`config.mk`:
```
export PLATFORM = sky130hd
export DESIGN_NAME = serial_subtractor
export DESIGN_NICKNAME = d
export VERILOG_FILES = /design/src/rtl/arith_pkg.sv /design/src/rtl/chunk_subtractor.sv /design/src/rtl/serial_subtractor.sv
export SDC_FILE = /design/constraint.sdc
export NUM_CORES = 1
export LEC_CHECK = 0
export CELL_PAD_IN_SITES_DETAIL_PLACEMENT = 1
export CELL_PAD_IN_SITES_GLOBAL_PLACEMENT = 1
export CORE_MARGIN = 2
export CORE_UTILIZATION = 35
export CTS_CLUSTER_DIAMETER = 200
export DETAILED_ROUTE_END_ITERATION = 7
export PLACE_DENSITY = 0.87
export SKIP_LAST_GASP = 1
export SLEW_MARGIN = 20
export SYNTH_ARGS = -nofsm -noshare
export SYNTH_HDL_FRONTEND = slang
export SYNTH_SLANG_ARGS = --single-unit
```
`constraint.sdc`:
```
create_clock -name clk -period 9.1 [get_ports clk]
set_input_delay 1.82 -clock clk [delete_from_list [all_inputs] [get_ports clk]]
set_output_delay 1.82 -clock clk [all_outputs]
set_load 0.02 [all_outputs]
```
`src/rtl/arith_pkg.sv`:
```
// Shared types and helpers for the arithmetic library's multi-cycle blocks.
package arith_pkg;

    typedef enum logic [1:0] {IDLE, RUN, DONE} ser_sub_state_t;

    // Counter width for K chunks; at least one bit so K == 1 still elaborates.
    function automatic int unsigned ser_cnt_width(int unsigned k);
        return (k > 1) ? $clog2(k) : 1;
    endfunction

endpackage

```
`src/rtl/chunk_subtractor.sv`:
```
// Combinational W-bit ripple-borrow subtractor: d = x - y - bin, bout = final borrow.
module chunk_subtractor #(
    parameter int W = 8
) (
    input  logic [W-1:0] x,
    input  logic [W-1:0] y,
    input  logic         bin,
    output logic [W-1:0] d,
    output logic         bout
);

    logic borrow;

    always_comb begin
        // NOTE: blocking assignments here let the borrow ripple bit by bit within one evaluation;
        // assigning every output a default first guarantees no latch is inferred.
        d      = '0;
        borrow = bin;
        for (int i = 0; i < W; i++) begin
            d[i]   = x[i] ^ y[i] ^ borrow;
            borrow = (~x[i] & y[i]) | (~(x[i] ^ y[i]) & borrow);
        end
        bout = borrow;
    end

endmodule

```
`src/rtl/serial_subtractor.sv`:
```
// Multi-cycle N-bit subtractor: diff = a - b - bin, W bits per cycle, LSB chunk first,
// behind a valid/ready handshake on both sides.
module serial_subtractor
    import arith_pkg::*;
#(
    parameter int N = 32,
    parameter int W = 8
) (
    input  logic         clk,
    input  logic         rst,
    input  logic         in_valid,
    output logic         in_ready,
    input  logic [N-1:0] a,
    input  logic [N-1:0] b,
    input  logic         bin,
    output logic         out_valid,
    input  logic         out_ready,
    output logic [N-1:0] diff,
    output logic         bout,
    output logic         ovf,
    output logic         zero
);

    localparam int K  = N / W;
    localparam int CW = int'(ser_cnt_width(K));

    if (N % W != 0) begin : g_bad_width
        $error("serial_subtractor: N must be a multiple of W");
    end

    ser_sub_state_t state;
    logic [N-1:0]   a_q;
    logic [N-1:0]   b_q;
    logic           borrow_q;
    logic [CW-1:0]  cnt;

    logic [W-1:0]   chunk_d;
    logic           chunk_bout;
    logic [N-1:0]   diff_next;
    logic           last;

    chunk_subtractor #(.W(W)) u_chunk (
        .x    (a_q[cnt*W +: W]),
        .y    (b_q[cnt*W +: W]),
        .bin  (borrow_q),
        .d    (chunk_d),
        .bout (chunk_bout)
    );

    // Full-width result as it will look after this cycle's chunk lands; the flags need it on the last chunk.
    always_comb begin
        diff_next                = diff;
        diff_next[cnt*W +: W]    = chunk_d;
    end

    assign last      = (cnt == CW'(K - 1));
    assign in_ready  = (state == IDLE);
    assign out_valid = (state == DONE);

    always_ff @(posedge clk) begin
        // NOTE: non-blocking assignments so every register samples pre-edge values, independent of statement order.
        if (rst) begin
            state    <= IDLE;
            cnt      <= '0;
            a_q      <= '0;
            b_q      <= '0;
            borrow_q <= 1'b0;
            diff     <= '0;
            bout     <= 1'b0;
            ovf      <= 1'b0;
            zero     <= 1'b0;
        end else begin
            case (state)
                IDLE: begin
                    if (in_valid) begin
                        a_q      <= a;
                        b_q      <= b;
                        borrow_q <= bin;
                        cnt      <= '0;
                        state    <= RUN;
                    end
                end
                RUN: begin
                    diff     <= diff_next;
                    borrow_q <= chunk_bout;
                    cnt      <= cnt + 1'b1;
                    if (last) begin
                        bout  <= chunk_bout;
                        ovf   <= (a_q[N-1] != b_q[N-1]) && (diff_next[N-1] != a_q[N-1]);
                        zero  <= (diff_next == '0);
                        state <= DONE;
                    end
                end
                DONE: begin
                    if (out_ready) begin
                        state <= IDLE;
                    end
                end
                default: state <= IDLE;
            endcase
        end
    end

endmodule

```
# Word level (Yosys, flattened, before mapping)

Cells that the tools add are included.

Muxes and demuxes: 9
Shift operators: 4
Reductions and logical operators: 8
Add/subtract/negate cells: 2
Equality and inequality tests: 8
Bitwise logic cells: 56

Operators by type and width:

| kind                    | count |
|---|---|
| $shiftx 32x6->8         | 2 |
| $neg 5->34              | 1 |
| $shift 8x34->32 const A | 1 |
| $shiftx 8x34->32        | 1 |
| $bwmux 32               | 1 |
| $logic_not 32->1        | 1 |
| $and 1x1->1             | 16 |
| $not 1->1               | 16 |
| $xor 1x1->1             | 16 |
| $mux 2                  | 4 |
| $or 1x1->1              | 8 |
| $pmux 2 s3              | 1 |
| $reduce_and 2->1        | 3 |
| $eq 2x2->1 const B      | 2 |
| $ne 2x2->1 const B      | 2 |
| $pmux 2 s2              | 1 |
| $reduce_and 3->1        | 1 |
| $add 2x1->2 const B     | 1 |
| $eq 2x1->1 const B      | 1 |
| $logic_not 2->1         | 1 |
| $ne 1x1->1              | 2 |
| $ne 2x1->1 const B      | 1 |
| $pmux 1 s2              | 1 |
| $reduce_bool 2->1       | 1 |
| other kinds (2)         | 2 |

Register bits after elaboration: 104
Word-level logic and storage cells: 96
Bits of input ports: 69
Output and inout bits: 37

# Logic depth before layout (Yosys ltp)

Depth after elaboration: 22
Depth in mapped cells: 18
Depth with buffers taken out: 16

# Cells and area by module

A second synthesis with hierarchy kept.

Cell total of the unflattened synthesis: 525
Area, all modules: 4514.3 sq um

Modules (own cells, without submodules):

| module            | sequential area each (sq um) | cells each | area an instance (sq um) | instances |
|---|---|---|---|---|
| serial_subtractor | 2082.0                       | 499        | 4286.6                   | 1 |
| chunk_subtractor  | 0.0                          | 26         | 227.7                    | 1 |

# Least setup slack after synthesis

Ideal clock, no wire load.

Path type: reg2reg
From: register cnt[0]
To: register zero
Setup slack: 3736 ps
Arrival time: 5279 ps
Stages on the path, launching flop included: 17
Library setup time: 84 ps
Buffers on the path: 2
Required time: 9016 ps
Clock period less this slack: 5364 ps
Path through: dfxtp_1 -> buf_2 -> buf_2 -> mux4_2 -> inv_1 -> fa_1 -> inv_1 -> fa_1 -> fa_1 -> fa_1 -> fa_1 -> fa_1 -> fa_1 -> or3b_1 -> o211a_1 -> or4_1 -> o31ai_2

Longest elaborated chain between the ends: 21
Elaborated cells between the ends (all ways): 60
Classes of those cells: add/sub (1); eq/ne (1); shift (4); mux (1); bitwise (51); reduce/logical (2)

Ends and longest elaborated chain:

| what                                      | line                                             | source |
|---|---|---|
| start, declared                           | serial_subtractor.sv:35                          | `logic [CW-1:0] cnt;` |
| start signal, assigned                    | serial_subtractor.sv:86                          | `cnt <= cnt + 1'b1;` |
| $shiftx 32x6->8, on equally long branches | serial_subtractor.sv:43, serial_subtractor.sv:44 |  |
| $xor 1x1->1                               | chunk_subtractor.sv:20, chunk_subtractor.sv:21   |  |
| $not 1->1                                 | chunk_subtractor.sv:21                           | `borrow = (~x[i] & y[i]) \| (~(x[i] ^ y[i]) & borrow);` |
| $and 1x1->1                               | chunk_subtractor.sv:21                           |  |
| $or 1x1->1                                | chunk_subtractor.sv:21                           |  |
| $and 1x1->1                               | chunk_subtractor.sv:21                           |  |
| $or 1x1->1                                | chunk_subtractor.sv:21                           |  |
| $and 1x1->1                               | chunk_subtractor.sv:21                           |  |
| (+5 left out)                             | -                                                |  |
| $and 1x1->1                               | chunk_subtractor.sv:21                           |  |
| $or 1x1->1                                | chunk_subtractor.sv:21                           |  |
| $and 1x1->1                               | chunk_subtractor.sv:21                           |  |
| $or 1x1->1                                | chunk_subtractor.sv:21                           |  |
| $xor 1x1->1                               | chunk_subtractor.sv:20                           | `d[i] = x[i] ^ y[i] ^ borrow;` |
| $shiftx 8x34->32                          | serial_subtractor.sv:53                          | `diff_next[cnt*W +: W] = chunk_d;` |
| $bwmux 32                                 | serial_subtractor.sv:53                          |  |
| $logic_not 32->1                          | serial_subtractor.sv:90                          | `zero <= (diff_next == '0);` |
| end signal, assigned                      | serial_subtractor.sv:90                          |  |
| end, declared                             | serial_subtractor.sv:21                          | `output logic zero` |

Several ways; a longest one is shown, not always the timed one.
A chain may end at the register's enable or synchronous reset.

# Final worst setup path

From: register cnt[0]
To: register ovf

Longest elaborated chain between the ends: 22
Elaborated cells between the ends (all ways): 61
Classes of those cells: add/sub (1); eq/ne (2); shift (4); mux (1); bitwise (51); reduce/logical (2)

Ends and longest elaborated chain:

| what                                      | line                                             | source |
|---|---|---|
| $shiftx 32x6->8, on equally long branches | serial_subtractor.sv:43, serial_subtractor.sv:44 |  |
| $xor 1x1->1                               | chunk_subtractor.sv:20, chunk_subtractor.sv:21   |  |
| $not 1->1                                 | chunk_subtractor.sv:21                           |  |
| $and 1x1->1                               | chunk_subtractor.sv:21                           |  |
| $or 1x1->1                                | chunk_subtractor.sv:21                           |  |
| $and 1x1->1                               | chunk_subtractor.sv:21                           |  |
| $or 1x1->1                                | chunk_subtractor.sv:21                           |  |
| $and 1x1->1                               | chunk_subtractor.sv:21                           |  |
| (+6 left out)                             | -                                                |  |
| $or 1x1->1                                | chunk_subtractor.sv:21                           |  |
| $and 1x1->1                               | chunk_subtractor.sv:21                           |  |
| $or 1x1->1                                | chunk_subtractor.sv:21                           |  |
| $xor 1x1->1                               | chunk_subtractor.sv:20                           |  |
| $shiftx 8x34->32                          | serial_subtractor.sv:53                          |  |
| $bwmux 32                                 | serial_subtractor.sv:53                          |  |
| $ne 1x1->1                                | serial_subtractor.sv:89                          | `ovf <= (a_q[N-1] != b_q[N-1]) && (diff_next[N-1] != a_q[N-1]);` |
| $logic_and 1x1->1                         | serial_subtractor.sv:89                          |  |
| end signal, assigned                      | serial_subtractor.sv:89                          |  |
| end, declared                             | serial_subtractor.sv:20                          | `output logic ovf,` |

Several ways; a longest one is shown, not always the timed one.

==> results.toml <==
[run_status]
status = "complete, no violations"

[pwr]
clkPwrFrac_pct = 34.9
seqPwrFrac_pct = 45.8
p_sw_w = 0.000331
swShare_pct = 30.3
p_int_w = 0.000760
power_density_nw_per_um2 = 181
leakagePower_nw = 2.14
combPwrFrac_pct = 19.4
peakVddDrop_v = 0.0000904

[cts]
post_cts_resized = 0
htree_num_levels = 3
cts_root_buf = "clkbuf_16"
cts_tree = "built"
clk_latency_ps = 360
clk_path_buf_depth = 2
cts-buffers-inserted = 9
postCtsSetupRepairBufs = 0
path_clk_slew_ps = 70
hold_buffers = 0
cts_sinks = 104

[placed_design]
io_buffers = 105
dpl.hpwl_um = 10300
gp_congestion = 0.917
placed_area_um2 = 5730
dp_cells = 777

[global_route]
met1_usage_pct = 25.8
grt_max_degree = 106
grt_usage_pct = 20.7
overflow = 0
use_met2_pct = 35.1
busiest_layer = "met2"
antenna_found_initial = 0
grt_pass1_wl_um = 23100
grt_pass1_vias = 4411
use_met3_pct = 3.96

[cells_and_area]
drive_gt1_share_pct = 6.44
areaGrowthSynthToFinish_pct = 31.5
fin_cells = 793
nFillCells = 1524
stdcell_area_um2 = 6030
regArea_um2 = 2080
nets = 699
multi_input_area_um2 = 2310
diodes = 0

[yosys]
netlist_instances = 533
ys.flop_type = "dfxtp_1"
ys_seq_elements = 104
synth_top_area_share_pct = 45.4
syn_area_um2 = 4580
post-synth-top-area-cell = "dfxtp_1"
synth.area.top_cells = "dfxtp_1 45%, nand2_1 12%, a21oi_1 9.2%"
synthArstFlopShare_pct = 0
synth_edf_count = 0
avgSynthCellArea_um2 = 8.60
yosysUniqueCellTypes = 38
synth_sequential_area_ratio_pct = 45.4
syn_nets = 616
synth_common_cells = "151 x nand2_1, 104 x dfxtp_1, 84 x a21oi_1"
ys_warn_count = 0
yosysMostFrequentCell = "nand2_1"

[floorplanning]
start_util_pct = 36.0
dieHeight_um = 118
dieWidth_um = 118
dieArea_um2 = 14000
placementRows = 41
coreArea_um2 = 12700
ios = 106

[route]
drt-initial-drc-count = 335
dr_total_vias = 4146
vias_per_cell = 5.23
first_pass_iters = 4
drtAntennaViolNets = 0
routedWlPerCell_um = 18.1
wirelength_um = 14300
drc = 0

[setup_path]
slowest_stage = "dfxtp_2"
r2r_slack_ps = 3200
critPathLaunchType = "flip-flop"
cpMostUsedCell = "fa_1"
path_cells = "mux4_2 > inv_1 > fa_1 > inv_1 > fa_1 > fa_1 > fa_1 > fa_1 > fa_1 > fa_1 > inv_1 > fa_1 > nor4b_1 > mux2i_1 > mux2i_1 > a311oi_1"
critPathCaptureType = "flip-flop"
slowest_delay_ps = 940
cp.required_ps = 9340
arrival_ps = 6150
path_class = "reg -> reg"
critical_path.max_fanout = 35

[timing]
tightest_slew_ps = 1080
min_period_ps = 5900
fmax_ghz = 0.169
setup_tns_ps = 0
rsz0062_at_grt = "false"
final_max_slew_viol_count = 0
hold_viol_final = 0
min_period_over_period_pct = 64.9
slew_headroom_pct = 27.7
worst_hold_slack_ps = 462
fin_worst_skew_ps = 9.77
setup_viol = 0

[run]
cap_violations = 0

[min_path]
hold_path.class = "reg -> reg"
[through the flow]
step	utilization (%)	power (W)	setup slack (ps)
6_report	47.4	0.00109	3200
5_1_grt	47.4	0.00113	2890
4_1_cts	47.3	0.00109	3180
3_5_place_dp	45.0	0.000716	3240
3_3_place_gp	45.0	0.000704	3450
2_1_floorplan	-	0.000626	3740
[flip-flops by register name, summed over array words and instances (netlist names)]
signal	count
a_q	32
b_q	32
diff	32
cnt	2
state	2
borrow_q	1
bout	1
ovf	1
zero	1
[final cells by class]
cell class | count | share of cell area [%]
clock buffer | 9 | 3.74
clock inverter | 7 | 1.14
inverter | 16 | 0.996
multi-input combinational | 378 | 38.3
sequential | 104 | 34.6
tap | 172 | 3.57
timing repair buffer | 107 | 17.6
[worst max-delay path: cells and delay by family, from the launching register on]
| kind | cells | cell delay (ps) |
|---|---|---|
| DFF | 1 | 940 |
| AOI/OAI and AO/OA | 1 | 310 |
| and+or+nand+nor | 1 | 390 |
| muxes | 3 | 910 |
| buffers and inverters | 3 | 240 |
| adders and majority gates | 8 | 3010 |
[final timing paths]
path / from / end / cells past startpoint
max: cnt[0]$_SDFFE_PP0P_ / ovf$_SDFFE_PP0P_ / 16
min: a_q[5]$_SDFFE_PP0P_ / a_q[5]$_SDFFE_PP0P_ / 2
max reg2reg: cnt[0]$_SDFFE_PP0P_ / ovf$_SDFFE_PP0P_ / 16
min reg2reg: a_q[5]$_SDFFE_PP0P_ / a_q[5]$_SDFFE_PP0P_ / 2
[routing by layer]
layer | vias to the layer above | wire length [um]
met3 | 28 | 824
li1 | 1988 | -
met2 | 159 | 7040
met1 | 1971 | 6120
met5 | - | 0
met4 | 0 | 335
[cells by family after synthesis]
family / count (synthesis) / synth area share (%)
AOI/OAI and AO/OA: 118 / 15.0
adders and majority gates: 14 / 5.13
buffers and inverters: 51 / 4.40
DFF: 104 / 45.4
muxes: 19 / 8.55
and+or+nand+nor: 227 / 21.5
[power groups by stage]
| stage | registers (W) | clock network (W) | logic [W] |
|---|---|---|---|
| after floorplan | 0.000501 | 0 | 0.000125 |
| after global placement | 0.000507 | 0 | 0.000197 |
| after detailed placement | 0.000509 | 0 | 0.000207 |
| after CTS | 0.000499 | 0.000383 | 0.000210 |
| after global routing | 0.000502 | 0.000400 | 0.000227 |
| final | 0.000499 | 0.000380 | 0.000211 |
[placed cells by master, fill, tap and decap left out, types with 3 or more instances in the layout]
master           count
nand3_1              3
mux4_2              16
inv_1               16
fa_1                 8
nor4_1               6
nor2_1              30
clkdlybuf4s50_1    104
a22oi_1             23
nand2_1            150
dfxtp_1            103
nor3_1               7
a21oi_1             84
ha_1                 6
nor2b_1              7
nand2b_1             6
clkinv_4             3
buf_4                3
clkbuf_16            9
nand3b_1             6
No activity file was read; power rests on OpenSTA's default activity.
